[src/rtl/gam_pattern_feeder_if.sv]
// Feeder <-> GAM memory layer handshake: node/query vector, class tag,
// READY/WAIT back-pressure and the learning/recall mode flags.
interface gam_feeder_if #(
  parameter int unsigned NODE_W  = 32,
  parameter int unsigned CLASS_W = 8
);
  logic [NODE_W-1:0]  x;
  logic [CLASS_W-1:0] c;
  logic               ready_wait;
  logic               learning_done;
  logic               learning_recall;

  modport master (
    output x, c, learning_done, learning_recall,
    input  ready_wait
  );

  modport slave (
    input  x, c, learning_done, learning_recall,
    output ready_wait
  );
endinterface

[src/rtl/gam_pattern_feeder.sv]
// On-chip learning-pattern sequencer for the GAM memory layer: streams a
// per-class node table, then forwards recall queries. Optional watchdog: GAM_FEEDER_TIMEOUT_EN.
module gam_pattern_feeder #(
  parameter int unsigned NODE_W      = 32,
  parameter int unsigned CLASS_COUNT = 4,
  parameter int unsigned NODE_COUNT  = 16,
  parameter int unsigned CLASS_W     = 8,
  parameter int unsigned NODE_IDX_W  = 5,
  parameter int unsigned TIMEOUT     = 1024
) (
  input  logic                  clk,
  input  logic                  reset,
  gam_feeder_if.master          mem,
  input  logic                  wr_en,
  input  logic [CLASS_W-1:0]    wr_class,
  input  logic [NODE_IDX_W-1:0] wr_node,
  input  logic [NODE_W-1:0]     wr_data,
  input  logic [CLASS_W-1:0]    num_classes,
  input  logic [NODE_IDX_W-1:0] num_nodes,
  input  logic                  start,
  input  logic                  recall_valid,
  input  logic [NODE_W-1:0]     recall_query,
  output logic                  busy,
  output logic                  timeout_err
);

  localparam int unsigned CI_W = (CLASS_COUNT > 1) ? $clog2(CLASS_COUNT) : 1;
  localparam int unsigned NI_W = (NODE_COUNT > 1) ? $clog2(NODE_COUNT) : 1;
  localparam logic [CLASS_W-1:0]    CLASS_MAX = CLASS_W'(CLASS_COUNT);
  localparam logic [NODE_IDX_W-1:0] NODE_MAX  = NODE_IDX_W'(NODE_COUNT);

  typedef enum logic [2:0] {
    S_IDLE,
    S_ISSUE,
    S_HOLD,
    S_DONE,
    S_RECALL
  } state_t;

  state_t state_q, state_d;

  logic [NODE_W-1:0]     x_q, x_d;
  logic [CLASS_W-1:0]    c_q, c_d;
  logic                  done_q, done_d;
  logic                  recall_q, recall_d;
  logic                  busy_q, busy_d;
  logic [CLASS_W-1:0]    cls_q, cls_d, ncls_q, ncls_d;
  logic [NODE_IDX_W-1:0] node_q, node_d, nnode_q, nnode_d;

  logic [NODE_W-1:0] table_q [CLASS_COUNT][NODE_COUNT];

  logic            table_open;
  logic            wr_ok;
  logic            start_ok;
  logic [CI_W-1:0] wr_ci, rd_ci;
  logic [NI_W-1:0] wr_ni, rd_ni;

  // Table is only writable while no feed is in flight; out-of-range indices drop.
  assign table_open = (state_q == S_IDLE) || (state_q == S_RECALL);
  assign wr_ok = wr_en && table_open &&
                 (wr_class != '0) && (wr_class <= CLASS_MAX) &&
                 (wr_node  != '0) && (wr_node  <= NODE_MAX);
  assign start_ok = start &&
                    (num_classes != '0) && (num_classes <= CLASS_MAX) &&
                    (num_nodes   != '0) && (num_nodes   <= NODE_MAX);

  assign wr_ci = CI_W'(wr_class - CLASS_W'(1));
  assign wr_ni = NI_W'(wr_node - NODE_IDX_W'(1));
  assign rd_ci = CI_W'(cls_q - CLASS_W'(1));
  assign rd_ni = NI_W'(node_q - NODE_IDX_W'(1));

  // Pattern storage survives reset so a reset feed can be restarted as-is.
  always_ff @(posedge clk) begin
    if (wr_ok) begin
      table_q[wr_ci][wr_ni] <= wr_data;
    end
  end

`ifdef GAM_FEEDER_TIMEOUT_EN
  localparam int unsigned WD_W = $clog2(TIMEOUT + 1);
  logic [WD_W-1:0] wd_q, wd_d;
  logic            tmo_q, tmo_d;
`endif

  always_comb begin
    state_d  = state_q;
    x_d      = x_q;
    c_d      = c_q;
    done_d   = done_q;
    recall_d = recall_q;
    cls_d    = cls_q;
    node_d   = node_q;
    ncls_d   = ncls_q;
    nnode_d  = nnode_q;
`ifdef GAM_FEEDER_TIMEOUT_EN
    wd_d  = '0;
    tmo_d = tmo_q;
`endif

    unique case (state_q)
      S_IDLE: begin
        if (start_ok) begin
          state_d = S_ISSUE;
          ncls_d  = num_classes;
          nnode_d = num_nodes;
          cls_d   = CLASS_W'(1);
          node_d  = NODE_IDX_W'(1);
`ifdef GAM_FEEDER_TIMEOUT_EN
          tmo_d = 1'b0;
`endif
        end
      end
      S_ISSUE: begin
        if (mem.ready_wait) begin
          x_d     = table_q[rd_ci][rd_ni];
          c_d     = cls_q;
          state_d = S_HOLD;
        end
      end
      S_HOLD: begin
        // WAIT from the memory means the current node was taken.
        if (!mem.ready_wait) begin
          if (node_q == nnode_q) begin
            node_d = NODE_IDX_W'(1);
            if (cls_q == ncls_q) begin
              state_d = S_DONE;
            end else begin
              cls_d   = cls_q + CLASS_W'(1);
              state_d = S_ISSUE;
            end
          end else begin
            node_d  = node_q + NODE_IDX_W'(1);
            state_d = S_ISSUE;
          end
        end
      end
      S_DONE: begin
        done_d  = 1'b1;
        c_d     = '0;
        state_d = S_RECALL;
      end
      S_RECALL: begin
        recall_d = 1'b1;
        if (recall_valid) begin
          x_d = recall_query;
        end
        if (start_ok) begin
          state_d  = S_ISSUE;
          done_d   = 1'b0;
          recall_d = 1'b0;
          ncls_d   = num_classes;
          nnode_d  = num_nodes;
          cls_d    = CLASS_W'(1);
          node_d   = NODE_IDX_W'(1);
`ifdef GAM_FEEDER_TIMEOUT_EN
          tmo_d = 1'b0;
`endif
        end
      end
      default: state_d = S_IDLE;
    endcase

`ifdef GAM_FEEDER_TIMEOUT_EN
    // Dwell counter for ISSUE/HOLD; any state change restarts it.
    if (((state_q == S_ISSUE) || (state_q == S_HOLD)) && (state_d == state_q)) begin
      if (wd_q == WD_W'(TIMEOUT - 1)) begin
        state_d = S_IDLE;
        c_d     = '0;
        tmo_d   = 1'b1;
      end else begin
        wd_d = wd_q + WD_W'(1);
      end
    end
`endif

    busy_d = (state_d == S_ISSUE) || (state_d == S_HOLD);
  end

  always_ff @(posedge clk) begin
    if (reset) begin
      state_q  <= S_IDLE;
      x_q      <= '0;
      c_q      <= '0;
      done_q   <= 1'b0;
      recall_q <= 1'b0;
      busy_q   <= 1'b0;
      cls_q    <= '0;
      node_q   <= '0;
      ncls_q   <= '0;
      nnode_q  <= '0;
    end else begin
      state_q  <= state_d;
      x_q      <= x_d;
      c_q      <= c_d;
      done_q   <= done_d;
      recall_q <= recall_d;
      busy_q   <= busy_d;
      cls_q    <= cls_d;
      node_q   <= node_d;
      ncls_q   <= ncls_d;
      nnode_q  <= nnode_d;
    end
  end

`ifdef GAM_FEEDER_TIMEOUT_EN
  always_ff @(posedge clk) begin
    if (reset) begin
      wd_q  <= '0;
      tmo_q <= 1'b0;
    end else begin
      wd_q  <= wd_d;
      tmo_q <= tmo_d;
    end
  end

  assign timeout_err = tmo_q;
`else
  // Without the watchdog the feeder waits on the memory indefinitely.
  logic timeout_unused;
  assign timeout_unused = (TIMEOUT != 0);
  assign timeout_err    = 1'b0;
`endif

  assign mem.x               = x_q;
  assign mem.c               = c_q;
  assign mem.learning_done   = done_q;
  assign mem.learning_recall = recall_q;
  assign busy                = busy_q;

endmodule

[src/flat_wrapper.sv]
// flat-port wrapper written by rule: the top's interface ports become plain ports
module gam_pattern_feeder_flat 
#(
  parameter int unsigned NODE_W      = 32,
  parameter int unsigned CLASS_COUNT = 4,
  parameter int unsigned NODE_COUNT  = 16,
  parameter int unsigned CLASS_W     = 8,
  parameter int unsigned NODE_IDX_W  = 5,
  parameter int unsigned TIMEOUT     = 1024
)
  (clk, reset, wr_en, wr_class, wr_node, wr_data, num_classes, num_nodes, start, recall_valid, recall_query, busy, timeout_err, mem_x, mem_c, mem_learning_done, mem_learning_recall, mem_ready_wait);
  gam_feeder_if #(.NODE_W(NODE_W), .CLASS_W(CLASS_W)) mem_i ();
  input  logic clk;
  input  logic reset;
  input  logic wr_en;
  input  logic [CLASS_W-1:0] wr_class;
  input  logic [NODE_IDX_W-1:0] wr_node;
  input  logic [NODE_W-1:0] wr_data;
  input  logic [CLASS_W-1:0] num_classes;
  input  logic [NODE_IDX_W-1:0] num_nodes;
  input  logic start;
  input  logic recall_valid;
  input  logic [NODE_W-1:0] recall_query;
  output logic busy;
  output logic timeout_err;
  output wire logic [$bits(mem_i.x)-1:0] mem_x;
  output wire logic [$bits(mem_i.c)-1:0] mem_c;
  output wire logic [$bits(mem_i.learning_done)-1:0] mem_learning_done;
  output wire logic [$bits(mem_i.learning_recall)-1:0] mem_learning_recall;
  input wire logic [$bits(mem_i.ready_wait)-1:0] mem_ready_wait;
  assign mem_x = mem_i.x;
  assign mem_c = mem_i.c;
  assign mem_learning_done = mem_i.learning_done;
  assign mem_learning_recall = mem_i.learning_recall;
  assign mem_i.ready_wait = mem_ready_wait;
  gam_pattern_feeder #(.NODE_W(NODE_W), .CLASS_COUNT(CLASS_COUNT), .NODE_COUNT(NODE_COUNT), .CLASS_W(CLASS_W), .NODE_IDX_W(NODE_IDX_W), .TIMEOUT(TIMEOUT)) u_core (.clk(clk), .reset(reset), .mem(mem_i), .wr_en(wr_en), .wr_class(wr_class), .wr_node(wr_node), .wr_data(wr_data), .num_classes(num_classes), .num_nodes(num_nodes), .start(start), .recall_valid(recall_valid), .recall_query(recall_query), .busy(busy), .timeout_err(timeout_err));
endmodule
[config.mk]
export PLATFORM = sky130hd
export DESIGN_NAME = gam_pattern_feeder_flat
export DESIGN_NICKNAME = d
export VERILOG_FILES = /design/src/rtl/gam_pattern_feeder_if.sv /design/src/rtl/gam_pattern_feeder.sv /design/src/flat_wrapper.sv
export SDC_FILE = /design/constraint.sdc
export NUM_CORES = 2
export LEC_CHECK = 0
export BUFFER_PORTS_ARGS = -buffer_cell sky130_fd_sc_hd__buf_2
export CORE_ASPECT_RATIO = 1.1
export CORE_MARGIN = 2
export CORE_UTILIZATION = 50
export CTS_CLUSTER_SIZE = 20
export DETAILED_ROUTE_END_ITERATION = 10
export GPL_TIMING_DRIVEN = 0
export HOLD_SLACK_MARGIN = 0.02
export PLACE_DENSITY = 0.72
export SETUP_SLACK_MARGIN = 0.05
export SLEW_MARGIN = 30
export SYNTH_ARGS = -nofsm -noshare
export SYNTH_HDL_FRONTEND = slang
export SYNTH_SLANG_ARGS = --single-unit
export TNS_END_PERCENT = 100
[constraint.sdc]
create_clock -name clk -period 4.7 [get_ports clk]
set_clock_uncertainty 0.15 [all_clocks]
set_input_delay 0.47 -clock clk [delete_from_list [all_inputs] [get_ports clk]]
set_output_delay 0.47 -clock clk [all_outputs]
set_load 0.01 [all_outputs]
# After elaboration in Yosys (flattened, before gate mapping)
# Memory sizes are Yosys's and may differ from the RTL's.
# Index checks and enable logic that the tools add are counted.
word_totals:
  inputBits: 96
  elab_cells: 99
  mem_bits_rw: 2048
  regBits: 72
  n_memories: 1
  out_inout_bits: 44
classes:
  bitwise_logic: 2
  addsub: 6
  n_mux: 30
  eq_ne: 15
  reduce_logical: 28
  n_lt_le_gt_ge: 7
mem_list:
  columns: ["name", "depth", "width", "rd", "rd_clocked_by_memory_dff", "wr", "line", "text"]
  rows:
  - ["u_core.table_q", 4, 512, 1, 0, 1, "gam_pattern_feeder.sv:50", "logic [NODE_W-1:0] table_q [CLASS_COUNT][NODE_COUNT];"]
op_table:
  columns: ["op", "count"]
  rows:
  - ["two-way mux 512 bit", 1]
  - ["two-way mux 32 bit", 5]
  - ["binary-select mux 32 bit (select 4 bit)", 1]
  - ["demux 32 bit (select 4 bit)", 1]
  - ["one-hot mux 32 bit (2 select lines)", 1]
  - ["two-way mux 8 bit", 5]
  - ["one-hot mux 8 bit (2 select lines)", 2]
  - ["less-or-equal comparator 8 x 3 -> 1 bit, second input constant", 2]
  - ["nonzero test 8 bit", 2]
  - ["two-way mux 5 bit", 3]
  - ["one-hot mux 3 bit (4 select lines)", 1]
  - ["greater-or-equal comparator 5 bit, second input constant", 2]
  - ["less-or-equal comparator 5 bit, second input constant", 2]
  - ["logical AND 1 bit", 10]
  - ["inverter 4 -> 5 bit", 2]
  - ["one-hot mux 5 bit (2 select lines)", 1]
  - ["nonzero test 5 bit", 2]
  - ["equality test 3 x 2 -> 1 bit, second input constant", 3]
  - ["two-way mux 3 bit", 3]
  - ["adder 8 x 1 -> 8 bit, second input constant", 1]
  - ["equality test 8 bit", 1]
  - ["!= test 2 bit, second input constant", 4]
  - ["nonzero test 2 bit", 4]
  - ["subtractor 4 x 1 -> 4 bit, second input constant", 2]
  - ["other kinds (16)", 27]

# Longest topological paths before layout
logic_depth:
  ltp_word: 9
  depth_mapped: 14
  mapped_depth_nobuf: 8

# Least setup slack after synthesis
# Ideal clock, no wire load.
synth_path:
  path_type: "input to register"
  startpoint: "input wr_node[0]"
  endpoint: "memory u_core.table_q[0][32] in the netlist's numbering, enable pin"
  path_buffers: 0
  arrival_time_ps: 2946
  setup_time_ps: 421
  path_slack_ps: 1183
  stages: 6
  required_time_ps: 4129
  cell_sequence: "nor4_1 xnor2_1 nand2_1 nor3_1 nand3_1 nor2_1"
synth_between:
  elab_chain_len: 7
  elab_cells_between_ends: 13
  cone_classes: "1 x add/sub; 3 x order compare; 4 x mux; 1 x bitwise; 4 x reduce/logical"
synth_rtl:
  columns: ["item", "line", "text"]
  rows:
  - ["start, declared", "flat_wrapper.sv:17", "input logic [NODE_IDX_W-1:0] wr_node;"]
  - ["subtractor 4 x 1 -> 4 bit", "gam_pattern_feeder.sv:68", "assign wr_ni = NI_W'(wr_node - NODE_IDX_W'(1));"]
  - ["inverter 4 -> 5 bit (implied by the code)", "gam_pattern_feeder.sv:75", "table_q[wr_ci][wr_ni] <= wr_data;"]
  - ["greater-or-equal comparator 5 bit (implied by the code) or less-than comparator 5 x 1 -> 1 bit (tied branches)", "gam_pattern_feeder.sv:75", null]
  - ["logical AND 1 bit (implied by the code)", "gam_pattern_feeder.sv:75", null]
  - ["two-way mux 32 bit (implied by the code)", "gam_pattern_feeder.sv:75", null]
  - ["demux 32 bit (select 4 bit)", "gam_pattern_feeder.sv:75", null]
  - ["two-way mux 512 bit (implied by the code) (*)", "gam_pattern_feeder.sv:75", null]
  - ["end, declared", "gam_pattern_feeder.sv:50", null]
# Every way passes the cells marked *; elsewhere a longest branch is shown, timed or not.

# Final worst setup path
layout_path:
  startpoint: "register u_core.node_q[0]"
  endpoint: "register u_core.x_q[3], in the netlist u_core.mem.x[3]"
layout_between:
  elab_chain_len: 7
layout_rtl:
  columns: ["item", "line", "text"]
  rows:
  - ["start, declared", "gam_pattern_feeder.sv:48", "logic [NODE_IDX_W-1:0] node_q, node_d, nnode_q, nnode_d;"]
  - ["start signal, assigned", "gam_pattern_feeder.sv:199", "node_q <= node_d;"]
  - ["subtractor 4 x 1 -> 4 bit", "gam_pattern_feeder.sv:70", "assign rd_ni = NI_W'(node_q - NODE_IDX_W'(1));"]
  - ["inverter 4 -> 5 bit (implied by the code)", "gam_pattern_feeder.sv:115", "x_d = table_q[rd_ci][rd_ni];"]
  - ["binary-select mux 32 bit (select 4 bit)", "gam_pattern_feeder.sv:115", null]
  - ["two-way mux 32 bit (implied by the code) (2 in series)", "gam_pattern_feeder.sv:115", null]
  - ["two-way mux 32 bit", "gam_pattern_feeder.sv:114", "if (mem.ready_wait) begin"]
  - ["one-hot mux 32 bit (2 select lines)", "gam_pattern_feeder.sv:100", "unique case (state_q)"]
  - ["end signal, assigned", "gam_pattern_feeder.sv:182", "x_q <= '0;"]
  - ["end signal, assigned", "gam_pattern_feeder.sv:193", "x_q <= x_d;"]
  - ["end, declared", "gam_pattern_feeder.sv:42", "logic [NODE_W-1:0] x_q, x_d;"]
# Every way passes these cells. The select of a mux whose other input is x is not followed.
# A chain may end at the register's enable or synchronous reset.

==> impl_metrics.csv <==
group,metric,value,unit
placed_design,dpl.cell_count,6288,
placed_design,globalplace.congestion,0.957,
finish,syn2layout_area_growth,16.1,%
finish,num-fill-cells,11300,
yosys,yosysSeqAreaShare,77.5,%
yosys,mappedNetlistNets,4031,
sta,slew_viol_final,0,
yosys,ys.flop_type,"edfxtp_1",
cts,htree_levels,4,
yosys,synth_top_family_by_area,"multiplexers",
finish,drive_gt1_share,25.5,%
power,seq_power_share,56.9,%
run_status,status,"finished, final reports clean",
yosys,yosysWarnings,0,
power,ir_worst_vdd,0.357,mV
cts,clock_latency,0.83,ns
sta,slew-limit-headroom,24.8,%
yosys,synth_xor_area_share,0.183,%
drt,drc,0,
yosys,synth.avg_cell_area,20.7,sq um
yosys,synth_compound_area_share,4.63,%
drt,vias,43200,
placed_design,dp.final_hpwl,144000,um
cts,clk_pin_slew,0.06,ns
critical_path,cp.required,5.30,ns
global_routing,antenna_found_initial,12,
sta,fin_crit_sh,98.7,%
yosys,synthAdderAreaFrac,0.0462,%
power,clkPwrFrac,41.3,%
global_routing,grt_pass1_vias,43300,
global_routing,track_usage,26.8,%
drt,routedWlPerCell,33.2,um
drt,wl,222000,um
power,combPwrFrac,1.8,%
cts,clockRootBuffer,"clkbuf_16",
global_routing,overflow,0,
finish,design_area,94300,sq um
drt,first_pass_iters,8,
finish,final_cell_mix,"2048 x edfxtp_1, 421 x mux4_2, 195 x clkbuf_16",
placed_design,port-buffer-count,137,
sta,finalSetupViolCount,0,
yosys,synth_seq_cells,2120,
power,power_density,385,nW/um^2
critical_path,critical_path_arrival,5.24,ns
floorplan,fp-row-count,155,
floorplan,initial_core_util,50.2,%
finish,nets,4503,
power,internal_power,29000,uW
sta,max_freq,216,MHz
min_path,hold_path_class,"primary input to flop",
yosys,yosys.area_share.simple,2.11,%
cts,clkSinkCount,2120,
critical_path,critPathLaunchType,"flop",
run,maxCapViolations,0,
power,power.share.switching,20.2,%
floorplan,dieArea,166000,sq um
global_routing,grt_pass1_wl,314000,um
global_routing,grt_max_degree,65,
sta,worst_pin_slew,1.12,ns
yosys,synthCells,3932,
yosys,ys_types,65,
yosys,async_flop_share,0,%
drt,via_per_inst,6.46,
yosys,synth_mux_area_share,14.1,%
finish,multi_input_area,17700,sq um
finish,final_cell_count_no_fill,6684,
floorplan,ios,140,
power,leakagePower,0.0287,uW
sta,finalHoldViolCount,0,
finish,seq_area,62900,sq um
cts,cts_made_buffers,191,
drt,first_iter_violations,6483,
yosys,synth-edff-count,2048,
cts,tritoncts,"built",
floorplan,die_h,427,um
floorplan,fp.dieW,388,um
yosys,synth_area,81200,sq um
sta,min_period,4.64,ns
critical_path,crit_fanout,10,
cts,post-cts-setup-buffers,0,
drt,ant_nets,0,
placed_design,post_dp_cell_area,87800,sq um
cts,clk_path_buf_depth,3,
critical_path,worstSetupPathType,"flop to flop",
finish,final_common_cell,"edfxtp_1",
sta,grt_setup_unrepaired,"true",
critical_path,endpoint_kind,"flop",
power,switching_power,7350,uW
floorplan,coreArea,162000,sq um
-- what timing repair did --
action                                 4_1_cts  5_1_grt
hold buffers                                42        0
setup endpoints to repair                   30       28
gates resized for setup                     29       43
endpoints found under the hold margin       55        0
-- layer usage --
layer  share of wire (%)  GRT usage [%]  routed length (um)  vias up
li1                    -              -                   -    17400
met1                  36           34.0               79000    22300
met2                  48           42.7              106000     2861
met3                  11           7.20               24600      516
met4                 5.8           14.2               12800        4
met5               0.012              0                  27        -
-- cells in the mapped netlist, drive strengths merged, types with 9 or more instances --
cell type	number	area share, %
a211oi	55	0.51
mux4	421	12
nand2b	9	0.069
o22ai	57	0.44
buf	96	0.77
a21oi	112	0.69
mux2i	187	2.3
dfxtp	72	1.8
xor2	9	0.097
nor2	167	0.78
nand3	17	0.10
a22oi	189	1.7
o21ai	40	0.25
clkbuf	143	0.66
nor4	9	0.069
a2111oi	29	0.32
nor3	38	0.23
nand2	103	0.48
edfxtp	2048	76
o221ai	30	0.32
-- sequential cells by signal (all words and copies together), names as in the netlist --
name	flops
u_core.table_q	2048
u_core.mem.x	32
u_core.cls_q	8
u_core.mem.c	8
u_core.ncls_q	8
u_core.nnode_q	5
u_core.node_q	5
u_core.state_q	3
u_core.busy	1
u_core.mem.learning_done	1
u_core.mem.learning_recall	1
-- metrics by stage --
stage	worst slack (ns)	TNS [ns]	power (uW)	util (%)	hold slack [ns]
2_1_floorplan	1.18	0	21200	-	0.300
3_3_place_gp	-1.13	-1602.46	21700	52.3	0.295
3_5_place_dp	-0.635	-9.10	21700	54.3	0.304
4_1_cts	0.0668	0	36500	58.2	0.0222
5_1_grt	0.0270	0	37200	58.3	0.0393
6_report	0.0620	0	36400	58.3	0.0358
-- layout make-up --
cell class              instances  area share, %
clock buffers                 230           5.34
clock inverters               119          0.957
multi-input cells            1566           18.8
plain buffers                 238           1.30
well taps                    2119           2.81
inverters                       7         0.0279
diodes                          5         0.0133
repair buffers                280           4.05
flip-flops and latches       2120           66.7
-- cells by family after synthesis --
| group | after synthesis |
|---|---|
| DFF | 2120 |
| and+or+nand+nor | 386 |
| AOI/OAI and AO/OA | 545 |
| xor gates and xnor gates | 17 |
| other | 1 |
| muxes | 614 |
| buffers and inverters | 246 |
| adders and majority gates | 3 |
-- power groups by stage --
| stage | combinational (uW) | sequential [uW] | clock, uW |
|---|---|---|---|
| detailed placement | 600 | 21100 | 0 |
| global route | 673 | 20700 | 15800 |
| CTS | 631 | 20700 | 15100 |
| floorplan | 120 | 21100 | 0 |
| finish | 647 | 20700 | 15000 |
| global placement | 543 | 21100 | 0 |
-- worst paths after layout --
path | cells after the start | end | slack, ns | start
setup / recovery | 12 | u_core.mem.x[3] | 0.06 | u_core.node_q[0]
hold / removal | 1 | u_core.table_q[2][230] | 0.04 | wr_data[6]
setup reg to reg | 12 | u_core.mem.x[3] | 0.06 | u_core.node_q[0]
hold reg to reg | 2 | u_core.mem.c[5] | 0.31 | u_core.mem.c[5]
-- critical path, stage by stage (launching register included) --
cell and delay [ns]:
dfxtp_1 0.33, buf_2 0.31, buf_6 0.23, buf_2 0.31, inv_1 0.17, ha_1 0.45
and2b_1 0.54, clkbuf_4 0.47, clkbuf_2 0.37, a22oi_1 0.18, a21oi_1 0.46, a21oi_1 0.26
a211oi_1 0.30
Power figures use the tool's default switching activity.
